`config.mk`:
```
export PLATFORM = sky130hd
export DESIGN_NAME = mem_master
export DESIGN_NICKNAME = d
export VERILOG_FILES = /design/src/rtl/mem_master_pkg.sv /design/src/rtl/mem_master.sv
export SDC_FILE = /design/constraint.sdc
export NUM_CORES = 1
export LEC_CHECK = 0
export ABC_AREA = 1
export CAP_MARGIN = 0
export CORE_AREA = 2 2 101 103
export CTS_BUF_LIST = sky130_fd_sc_hd__clkbuf_2
export DETAILED_ROUTE_END_ITERATION = 7
export DIE_AREA = 0 0 103 105
export PLACE_DENSITY_LB_ADDON = 0.1
export SYNTH_ARGS = -nofsm -noshare
export SYNTH_HDL_FRONTEND = slang
export SYNTH_SLANG_ARGS = --single-unit
export TNS_END_PERCENT = 20
```
`constraint.sdc`:
```
create_clock -name clock -period 2 [get_ports clock]
set_input_delay 0.6 -clock clock [delete_from_list [all_inputs] [get_ports clock]]
set_output_delay 0.6 -clock clock [all_outputs]
set_load 0.01 [all_outputs]
```
`src/rtl/mem_master_pkg.sv`:
```
`default_nettype none
// ============================================================================
//  Module      : mem_master_pkg
//  Description : Shared definitions for the CPU-to-RAM memory master.
//                Holds the FSM state encoding, the data-path width and the
//                default RAM depth.
//  Revision    : 1.0 - initial release
// ============================================================================
package mem_master_pkg;

    localparam int DATA_W    = 32;
    localparam int MEM_DEPTH = 512;
    localparam int CNT_W     = 4;

    typedef enum logic [1:0] {
        IDLE   = 2'd0,
        ACCESS = 2'd1,
        RESP   = 2'd2,
        ERR    = 2'd3
    } state_t;

endpackage : mem_master_pkg
`default_nettype wire

```
`src/rtl/mem_master.sv`:
```
`default_nettype none
// ============================================================================
//  Module      : mem_master
//  Description : Single-outstanding-request memory master. Accepts a CPU
//                load/store (MAR/MDR), range-checks the word address, drives
//                the RAM strobes for WAIT_CYCLES+1 cycles and returns a
//                one-cycle completion pulse (with error flag for bad
//                addresses).
//  Ports       : clock, reset          - clock / synchronous active-high reset
//                req_*                 - CPU request channel (valid/ready)
//                resp_*                - completion pulse, error, load data
//                mem_*                 - RAM strobes, address, data
//  Revision    : 1.0 - initial release
// ============================================================================
module mem_master
    import mem_master_pkg::*;
#(
    parameter int DEPTH       = MEM_DEPTH,
    parameter int WAIT_CYCLES = 1           // legal range 1..15
) (
    input  logic              clock,
    input  logic              reset,
    input  logic              req_valid,
    output logic              req_ready,
    input  logic              req_write,
    input  logic [DATA_W-1:0] req_addr,
    input  logic [DATA_W-1:0] req_wdata,
    output logic              resp_valid,
    output logic              resp_err,
    output logic [DATA_W-1:0] resp_rdata,
    output logic              mem_read,
    output logic              mem_write,
    output logic [DATA_W-1:0] mem_addr,
    output logic [DATA_W-1:0] mem_wdata,
    input  logic [DATA_W-1:0] mem_rdata
);

    localparam logic [DATA_W-1:0] c_depth = DATA_W'(DEPTH);
    localparam logic [CNT_W-1:0]  c_wait  = CNT_W'(WAIT_CYCLES);

    // Registered state
    state_t             r_state;
    logic [CNT_W-1:0]   r_cnt;
    logic               r_write;
    logic               r_resp_valid;
    logic               r_resp_err;
    logic [DATA_W-1:0]  r_resp_rdata;
    logic               r_mem_read;
    logic               r_mem_write;
    logic [DATA_W-1:0]  r_mem_addr;
    logic [DATA_W-1:0]  r_mem_wdata;

    // Next-state values
    state_t             w_state_next;
    logic [CNT_W-1:0]   w_cnt_next;
    logic               w_write_next;
    logic               w_resp_valid_next;
    logic               w_resp_err_next;
    logic [DATA_W-1:0]  w_resp_rdata_next;
    logic               w_mem_read_next;
    logic               w_mem_write_next;
    logic [DATA_W-1:0]  w_mem_addr_next;
    logic [DATA_W-1:0]  w_mem_wdata_next;

    // ------------------------------------------------------------------------
    // Next-state / output logic. All outputs except req_ready are registered,
    // so each value below is what the output shows in the cycle after the
    // edge on which the FSM moves to w_state_next.
    // ------------------------------------------------------------------------
    always_comb begin
        w_state_next      = r_state;
        w_cnt_next        = r_cnt;
        w_write_next      = r_write;
        w_resp_valid_next = 1'b0;
        w_resp_err_next   = 1'b0;
        w_resp_rdata_next = r_resp_rdata;
        w_mem_read_next   = 1'b0;
        w_mem_write_next  = 1'b0;
        w_mem_addr_next   = r_mem_addr;
        w_mem_wdata_next  = r_mem_wdata;

        case (r_state)
            IDLE: begin
                if (req_valid) begin
                    w_write_next = req_write;
                    if (req_addr >= c_depth) begin
                        // Bad address: report immediately, RAM untouched.
                        w_state_next      = ERR;
                        w_resp_valid_next = 1'b1;
                        w_resp_err_next   = 1'b1;
                    end else begin
                        w_state_next     = ACCESS;
                        w_cnt_next       = c_wait;
                        w_mem_addr_next  = req_addr;
                        w_mem_wdata_next = req_wdata;
                        w_mem_read_next  = ~req_write;
                        w_mem_write_next = req_write;
                    end
                end
            end

            ACCESS: begin
                if (r_cnt == '0) begin
                    // Last strobe cycle: RAM data is valid on this edge.
                    w_state_next      = RESP;
                    w_resp_valid_next = 1'b1;
                    if (!r_write) begin
                        w_resp_rdata_next = mem_rdata;
                    end
                end else begin
                    // Counter only decrements while non-zero, so it never wraps.
                    w_cnt_next       = r_cnt - 1'b1;
                    w_mem_read_next  = ~r_write;
                    w_mem_write_next = r_write;
                end
            end

            RESP: begin
                w_state_next = IDLE;
            end

            ERR: begin
                w_state_next = IDLE;
            end

            default: begin
                w_state_next = IDLE;
            end
        endcase
    end

    always_ff @(posedge clock) begin
        if (reset) begin
            r_state      <= IDLE;
            r_cnt        <= '0;
            r_write      <= 1'b0;
            r_resp_valid <= 1'b0;
            r_resp_err   <= 1'b0;
            r_resp_rdata <= '0;
            r_mem_read   <= 1'b0;
            r_mem_write  <= 1'b0;
            r_mem_addr   <= '0;
            r_mem_wdata  <= '0;
        end else begin
            r_state      <= w_state_next;
            r_cnt        <= w_cnt_next;
            r_write      <= w_write_next;
            r_resp_valid <= w_resp_valid_next;
            r_resp_err   <= w_resp_err_next;
            r_resp_rdata <= w_resp_rdata_next;
            r_mem_read   <= w_mem_read_next;
            r_mem_write  <= w_mem_write_next;
            r_mem_addr   <= w_mem_addr_next;
            r_mem_wdata  <= w_mem_wdata_next;
        end
    end

    assign req_ready  = (r_state == IDLE);
    assign resp_valid = r_resp_valid;
    assign resp_err   = r_resp_err;
    assign resp_rdata = r_resp_rdata;
    assign mem_read   = r_mem_read;
    assign mem_write  = r_mem_write;
    assign mem_addr   = r_mem_addr;
    assign mem_wdata  = r_mem_wdata;

endmodule : mem_master
`default_nettype wire

```
After elaboration in Yosys (flattened, before gate mapping)
Index checks and enable logic that the tools add are counted.
{"block": "classes", "addsub": 1, "n_mul": 0, "n_div": 0, "order_cmp": 1, "n_eq_ne": 7, "shifts": 0, "muxes": 20, "n_bitwise": 4, "n_reduce_logical": 10}
{"cell": "$ge A32 B10 Y1 const B", "count": 1}
{"cell": "$mux W4", "count": 3}
{"cell": "$mux W1", "count": 9}
{"cell": "$ne A2 B2 Y1 const B", "count": 4}
{"cell": "$pmux W4 S2", "count": 1}
{"cell": "$mux W2", "count": 3}
{"cell": "$pmux W1 S2", "count": 3}
{"cell": "$pmux W2 S3", "count": 1}
{"cell": "$reduce_and A3 Y1", "count": 2}
{"cell": "$eq A2 B2 Y1 const B", "count": 2}
{"cell": "$logic_not A4 Y1", "count": 1}
{"cell": "$not A1 Y1", "count": 4}
{"cell": "$reduce_and A2 Y1", "count": 2}
{"cell": "$reduce_and A4 Y1", "count": 1}
{"cell": "$reduce_or A2 Y1", "count": 2}
{"cell": "$sub A4 B1 Y4 const B", "count": 1}
{"cell": "$eq A2 B1 Y1 const B", "count": 1}
{"cell": "$logic_not A2 Y1", "count": 1}
{"cell": "$reduce_bool A2 Y1", "count": 1}
{"block": "totals", "register_bits": 107, "latch_bits": 0, "ramBits": 0, "romBits": 0, "out_inout_bits": 101, "elab_cells": 53, "memories": 0}

Logic depth before layout (Yosys ltp)
{"block": "depth", "ltp_word": 4, "mapped_depth": 10}

Least setup slack after synthesis
OpenSTA, ideal clock, no wires.
{"block": "synth_path", "kind": "input-to-reg", "from": "in req_addr[10]", "to": "reg r_mem_addr[0], in the netlist mem_addr[0]", "setup_time_ps": 116, "arrival_time_ps": 1540, "required_ps": 1884, "path_slack_ps": 344, "stages": 10, "path_cell_list": "nor2_1 > nand2_1 > nor2_2 > nand3_4 > nor2_8 > inv_2 > buf_6 > buf_6 > nor2_2 > nor2_1"}
{"block": "synth_between", "elab_chain_len": 3}
{"element": "start, declared", "line": "mem_master.sv:26", "source": "input logic [DATA_W-1:0] req_addr,"}
{"element": "$ge A32 B10 Y1", "line": "mem_master.sv:86", "source": "if (req_addr >= c_depth) begin"}
{"element": "$not A1 Y1 (no line)"}
{"element": "$reduce_and A3 Y1 (no line)"}
{"element": "end signal, assigned", "line": "mem_master.sv:153", "source": "r_mem_addr <= w_mem_addr_next;"}
{"element": "end, declared", "line": "mem_master.sv:50", "source": "logic [DATA_W-1:0] r_mem_addr;"}
No other way between the ends.
A chain may end at the register's enable or synchronous reset.

Final worst setup path
{"block": "layout_path", "from": "reg r_state[1]", "to": "out req_ready"}
{"block": "layout_between", "elab_chain_len": 1}
{"element": "start, declared", "line": "mem_master.sv:42", "source": "state_t r_state;"}
{"element": "start signal, assigned", "line": "mem_master.sv:145", "source": "r_state <= w_state_next;"}
{"element": "$logic_not A2 Y1", "line": "mem_master.sv:158", "source": "assign req_ready = (r_state == IDLE);"}
{"element": "end, declared", "line": "mem_master.sv:24", "source": "output logic req_ready,"}
No other way between the ends.

==> parameters.txt <==
Parameter                              Value

GRT
  Met1 demand-to-capacity share in global routing    23.34%
  Global-route track usage on met3    7.023%
  First-pass GRT wire length    16910 um
  Total congestion overflow    0
  Via count of the first global-routing pass    3673
  Maximum number of pins on one net before global-route repair    41
  Global routing's busiest layer    met2
  Overall fraction of global-route tracks in use    19.44%
  Met2 Track Usage GR    31.54%
  Number of antenna violations at the first check in global routing    0

Synth
  XOR/XNOR Fraction of Synth Area    0.2254%
  Post-Synthesis Cell Area    3886 um2
  Combinational family with the most area after synthesis    simple AND/OR/NAND/NOR gates
  Sequential share of the synthesized area    55.12%
  Synthesized-area fraction occupied by and/or/nand/nor cells    25.53%
  Adder and majority cell fraction of the synthesized area    0.6439%
  Async set or reset register ratio after synthesis    0%
  Mean cell area of the mapped netlist    8.096 um2
  FF+latch count, synth    107
  Top cell type's share of synthesized area    55.12%
  Post-synth top area cell    dfxtp_1
  Count of mapped cells out of synthesis    480
  Warnings, synthesis    0
  Share of the synthesized area in compound gates (AO/OA/AOI/OAI)    10.75%
  Share of synthesized area spent on multiplexers    0%
  Most used flip-flop cell after synthesis    dfxtp_1
  Synth cell types    23
  List of most frequent post-synthesis cells    nor2_1, dfxtp_1, o21ai_0
  Post-synthesis net count    582
  Synth top area cells    dfxtp_1, nor2_1, o21ai_0
  EDFF count, synth    0
  Cell with the most instances after synthesis    nor2_1

Final layout
  Area of the multi-input gates    1449 um2
  Area overhead of the layout relative to synthesis    59.66%
  FF/Latch Area    2250 um2
  Post-route cell area    6205 um2
  Ratio of cells with drive above 1 in the final layout    23.03%
  Number of fill cells    892
  Final nets    783
  Number of diodes added for antenna fixing    0

Clock tree
  Max H-tree Level    3
  TritonCTS clock tree    yes
  Number of clock buffers inserted by TritonCTS    9
  Post-cts hold buffer count    0
  Largest buffer count on any clock path    2
  Number of clock sinks    107
  Clock latency reported for the late side of the worst-skew pair    560 ps
  Root cell of the clock tree    clkbuf_2
  Clock slew at reported path FFs    310 ps

Worst setup path
  Buffer and inverter count on the worst path    1
  Critical path endpoint category    output port
  Top cell family by delay on the critical path    flip-flops
  Setup CP Type    reg2out
  Required time reported for the critical path endpoint    1400 ps
  Worst EP arrival    1310 ps
  Delay contributed by the slowest stage of the critical path    400 ps
  Type of origin of the critical path    flop
  Slowest cell on crit path    dfxtp_2
  Worst path cell trace    nor2_4 > clkdlybuf4s15_2
  Crit path max fanout    3

Flow run
  Max-cap check violation count    0

Drt
  DRC marker count from the first detailed-route iteration    74
  Number of nets with antenna violations after detailed routing    0
  Detailed-route via count    3754
  Post-route DRC    0
  Number of search-and-repair iterations in the first detailed-routing pass    5
  DR WL/cell    13.00 um
  Final wirelength    10640 um
  Via/cell ratio    4.584

Timing
  Number of max-slew violations in the final report    0
  Ratio of final minimum period to clock period    95.40%
  Clk_skew    43.85 ps
  Number of setup violations in the final report    0
  Minimum clock period after layout    1908 ps
  Worst-case headroom to the max-slew limit    77.77%
  Maximum frequency from static timing analysis    524.1 MHz
  Unrepaired setup endpoints after global routing    yes
  Final hold vios    0
  Setup ws final    92.03 ps
  Transition time at the pin with the least slew margin    333.4 ps

Place
  Routability Congestion    0.7854
  Post-detailed-placement half-perimeter wirelength    7766 um
  Cell area after placement    6057 um2
  Pre-CTS WS    -112.1 ps
  Buffers added on ports    200

Floorplan
  Die Y-Extent    105 um
  Initial standard-cell utilization of the core    40.32%
  Std-Cell Rows    36
  Number of primary I/O pins    201
  Die ar.    10820 um2
  Die W    103 um
  Std-Cell Core Area    9639 um2

Status
  Run status    finished clean

Power
  Worst vdd rail ir drop    407.3 uV
  Pleak    3.234 nW
  Power density over cell area    631.9 nW/um2

Hold path
  Hold Path Class    reg2reg
-- flip-flops by register name, summed over array words and instances, names as in the netlist, 2 cells and up --
signal and cells:
resp_rdata 32, r_state 2, mem_wdata 32, r_cnt 4
mem_addr 32
-- tightest hold or removal path, stage by stage, from the launching register on --
cell and delay [ps]:
dfxtp_2 390, nand3_1 70, inv_1 30
-- cell usage in the layout (no fill, tap or decap) --
master	Yosys	routed
nand2_1	19	19
o21a_1	1	1
clkbuf_2	1	9
dfxtp_2	0	86
nor2_1	137	137
nand3_1	30	30
nor2_4	0	1
clkdlybuf4s15_2	0	1
nand3_4	1	1
nor2_8	1	1
nand2_2	1	1
nand4_1	2	2
buf_4	0	13
o21ai_0	72	72
nor2_2	32	31
inv_6	0	3
dlygate4sd2_1	0	99
dlymetal6s2s_1	0	1
ha_1	2	2
inv_1	34	34
inv_8	0	1
a21oi_1	6	6
xnor2_1	1	1
bufinv_16	0	1
clkinv_2	0	1
dfxtp_1	107	21
inv_2	1	2
buf_12	0	5
clkinvlp_4	0	1
o21ai_1	4	4
clkdlybuf4s50_1	0	99
-- where the power goes --
part / internal (mW) / switching [mW] / leakage (nW)
Sequential: 2.23 / 0.0374 / 0.908
Clock: 0.311 / 0.741 / 0.0752
Combinational: 0.326 / 0.274 / 2.25
Total: 2.87 / 1.05 / 3.23
-- layer usage --
metal / vias up / part of all wire [%]
met5: - / 0
met4: 0 / 2.4
met3: 18 / 10
met2: 143 / 46
met1: 1685 / 41
li1: 1908 / -
-- stage by stage --
step | total power [mW] | TNS, ps | hold WS (ps) | instances | utilization, %
6_report | 3.921 | 0 | 467.1 | 819 | 64.37
5_1_grt | 4.117 | -27.51 | 483.1 | 819 | 64.37
4_1_cts | 3.965 | -133.2 | 467.0 | 819 | 64.34
3_5_place_dp | 2.947 | -5097 | 443.7 | 799 | 62.84
3_3_place_gp | 2.935 | -4000 | 439.4 | 799 | 62.84
2_1_floorplan | 2.532 | 0 | 453.6 | 480 | -
-- logic make-up (layout without fill, tap and decap cells) --
logic type | after synthesis | after routing
xor+xnor | 1 | 1
compound gates | 83 | 83
fa+ha+maj | 2 | 2
simple gates | 223 | 223
flops | 107 | 107
buf+inv | 64 | 270
-- repair_timing --
item	CTS	global route
endpoints found under the hold margin	0	0
gates resized for setup	189	1
buffers inserted	4	0
setup endpoints to repair	101	2
-- worst paths after layout --
check                from              to  slack, ps  depth (start not counted)
max            r_state[1]       req_ready         90                          2
min          mem_addr[23]    mem_addr[23]        470                          2
max reg2reg      r_cnt[0]  resp_rdata[17]        430                          8
min reg2reg  mem_addr[23]    mem_addr[23]        470                          2
-- final cells by class --
cell class              count  share of cell area, %
flip-flops and latches    107                  36.26
clock inverters             7                  1.291
inverters                  36                  2.178
repair buffers            218                  33.51
clock buffers               9                 0.7260
well taps                 133                  2.682
multi-input cells         309                  23.35
(Power assumes the default switching activity.)
==> RTL edit, RTL diff (config.mk and constraints unchanged) <==
Take the reset off `r_mem_addr` and load it in a clocked block of its own.
--- a/src/rtl/mem_master.sv
+++ b/src/rtl/mem_master.sv
@@ -139,7 +139,6 @@
             r_resp_rdata <= '0;
             r_mem_read   <= 1'b0;
             r_mem_write  <= 1'b0;
-            r_mem_addr   <= '0;
             r_mem_wdata  <= '0;
         end else begin
             r_state      <= w_state_next;
@@ -150,9 +149,12 @@
             r_resp_rdata <= w_resp_rdata_next;
             r_mem_read   <= w_mem_read_next;
             r_mem_write  <= w_mem_write_next;
-            r_mem_addr   <= w_mem_addr_next;
             r_mem_wdata  <= w_mem_wdata_next;
         end
+    end
+
+    always_ff @(posedge clock) begin
+        r_mem_addr <= w_mem_addr_next;
     end
 
     assign req_ready  = (r_state == IDLE);
Behaviour: not the same (Yosys sat finds a counterexample within 4 cycles, from zero or initial values and one cycle with reset high).
==> RTL edit against the unedited design <==
- sequential cell count unchanged
- maximum frequency down 0.64%
- wire length down 4.7%
- core utilization fell by 0.90 points
- synthesized area is 1.2% lower
- total power is 5.8% higher
- critical path depth unchanged
- non-clock buffer count shrank 6
- setup slack worse by 0.012 ns
- synthesized cell count decreased by 16%
- global-route usage down 1.2 points
- critical path type unchanged
- cell area decreased by 1.4%
- clock power grew 13%
==> RTL edit: results (changes against the unedited design) <==
synthDistinctLibCells: 24  # +4.3%
yosys_warnings: 0  # unchanged
synth_top_cells_by_area: "sky130_fd_sc_hd__dfxtp_1 39%, sky130_fd_sc_hd__edfxtp_1 25%, sky130_fd_sc_hd__nor2_1 14%"
p_int_w: 0.00309  # +7.9%
synth_seq_area_share: 0.641  # +0.0903
finalNetCount: 707  # -9.7%
hold_path_class: "reg -> reg"
worst_clock_skew_ns: 0.0325  # -0.0113 ns
drtIter0Drc: 149  # +100%
clk_pin_slew_ns: 0.28  # -0.03 ns
synth_async_sr_flop_share: 0  # unchanged
antenna_found_initial: 0  # unchanged
numPortBuffers: 200  # unchanged
first_global_vias: 3206  # -13%
post-dp-hpwl_um: 7310  # -5.9%
wire_length_of_the_first_global_routing_pass_um: 15600  # -7.7%
clock_insertion_delay_worst_skew_ns: 0.56  # about the same
clock_tree.buffer_depth: 2  # unchanged
ys_top_cells_by_count: "146 x sky130_fd_sc_hd__nor2_1, 75 x sky130_fd_sc_hd__dfxtp_1, 40 x sky130_fd_sc_hd__o21ai_1"
post_route_cells_drive_above_1_share: 0.179  # -0.0516
n_antenna_cell: 0  # unchanged
syn-num-nets: 504  # -13%
cts_root_buf: "sky130_fd_sc_hd__clkbuf_2"
critical_path.max_fanout: 3  # unchanged
grt_max_degree: 37  # -9.8%
worst_slew_pin_slew_ns: 0.537  # +0.204 ns
ctsHtreeMaxLevel: 3  # unchanged
routabilityCongestion: 0.810  # +3.1%
power.static_leakage_nw: 2.81  # -13%
global_route.usage.total: 0.182  # -0.0123
postSynth.topFlopCell: "sky130_fd_sc_hd__dfxtp_1"
dp_slack_ns: -0.208  # -0.0960 ns
fillCellCount: 874  # -2.0%
outcome: "finished clean"
report.final.hold_viol_count: 0  # unchanged
tritoncts_buffers: 9  # unchanged
drt_pre_antenna_iters: 4  # -1
vias_per_cell: 4.60  # +0.30%
vdd.ir_drop.worst_mv: 0.416  # +2.2%
wl_per_cell_um: 13.7  # +5.1%
cp_data_arrival_time_ns: 1.32
synth_edf_count: 32  # +32
-- RTL edit: area by class of cell --
| type | instances | share of cell area |
|---|---|---|
| sequential | 107 | 0.415 |
| timing repair buffer | 212 | 0.333 |
| multi-input combinational | 263 | 0.193 |
| tap | 133 | 0.0272 |
| clock inverter | 7 | 0.0174 |
| clock buffer | 9 | 0.00736 |
| inverter | 12 | 0.00736 |
-- RTL edit: worst paths after layout --
check / start / cells after the start / endpoint / slack (ns)
min: r_cnt[3]$_SDFFE_PP0P_ / 2 / r_cnt[3]$_SDFFE_PP0P_ / 0.52
min reg2reg: r_cnt[3]$_SDFFE_PP0P_ / 2 / r_cnt[3]$_SDFFE_PP0P_ / 0.52
max reg2reg: r_cnt[0]$_SDFFE_PP0P_ / 7 / resp_rdata[21]$_SDFFE_PP0P_ / 0.42
max: r_state[1]$_SDFFE_PP0P_ / 2 / req_ready / 0.08
-- RTL edit: stage by stage --
step	std cells	instance area, um2
final	743	6120
after floorplan	402	3840
after global routing	743	6120
after detailed placement	726	5990
after CTS	743	6110
after global placement	726	5990
-- RTL edit: critical path: stages, from the launching register on --
cell and delay [ns]:
sky130_fd_sc_hd__dfxtp_2 0.41, sky130_fd_sc_hd__nor2_4 0.13, sky130_fd_sc_hd__clkdlybuf4s15_2 0.25
-- RTL edit: power by group through the flow --
stage                     Sequential (W)  Combinational (W)  Clock, W
after detailed placement         0.00240           0.000638         0
after floorplan                  0.00243           0.000215         0
after global placement           0.00240           0.000631         0
after CTS                        0.00237           0.000593   0.00123
after global routing             0.00238           0.000645   0.00132
final                            0.00237           0.000589   0.00119
-- RTL edit: metal layers --
layer | track usage | wire length, um
met2 | 0.290 | 4610
met1 | 0.227 | 4320
met4 | 0.0677 | 141
met3 | 0.0615 | 1070
met5 | 0 | 0
-- RTL edit: kinds of logic after synthesis --
kind of cell | after synthesis | synth area share
flops | 107 | 0.641
simple gates | 187 | 0.201
xor+xnor | 1 | 0.00228
compound gates | 73 | 0.0958
fa+ha+maj | 2 | 0.00652
buf+inv | 32 | 0.0528
-- RTL edit: timing repair --
action | 4_1_cts | 5_1_grt
buffers inserted | 1 | 0
gates resized for setup | 166 | 2
pin swaps | 0 | 0
endpoints found under the setup margin | 101 | 3
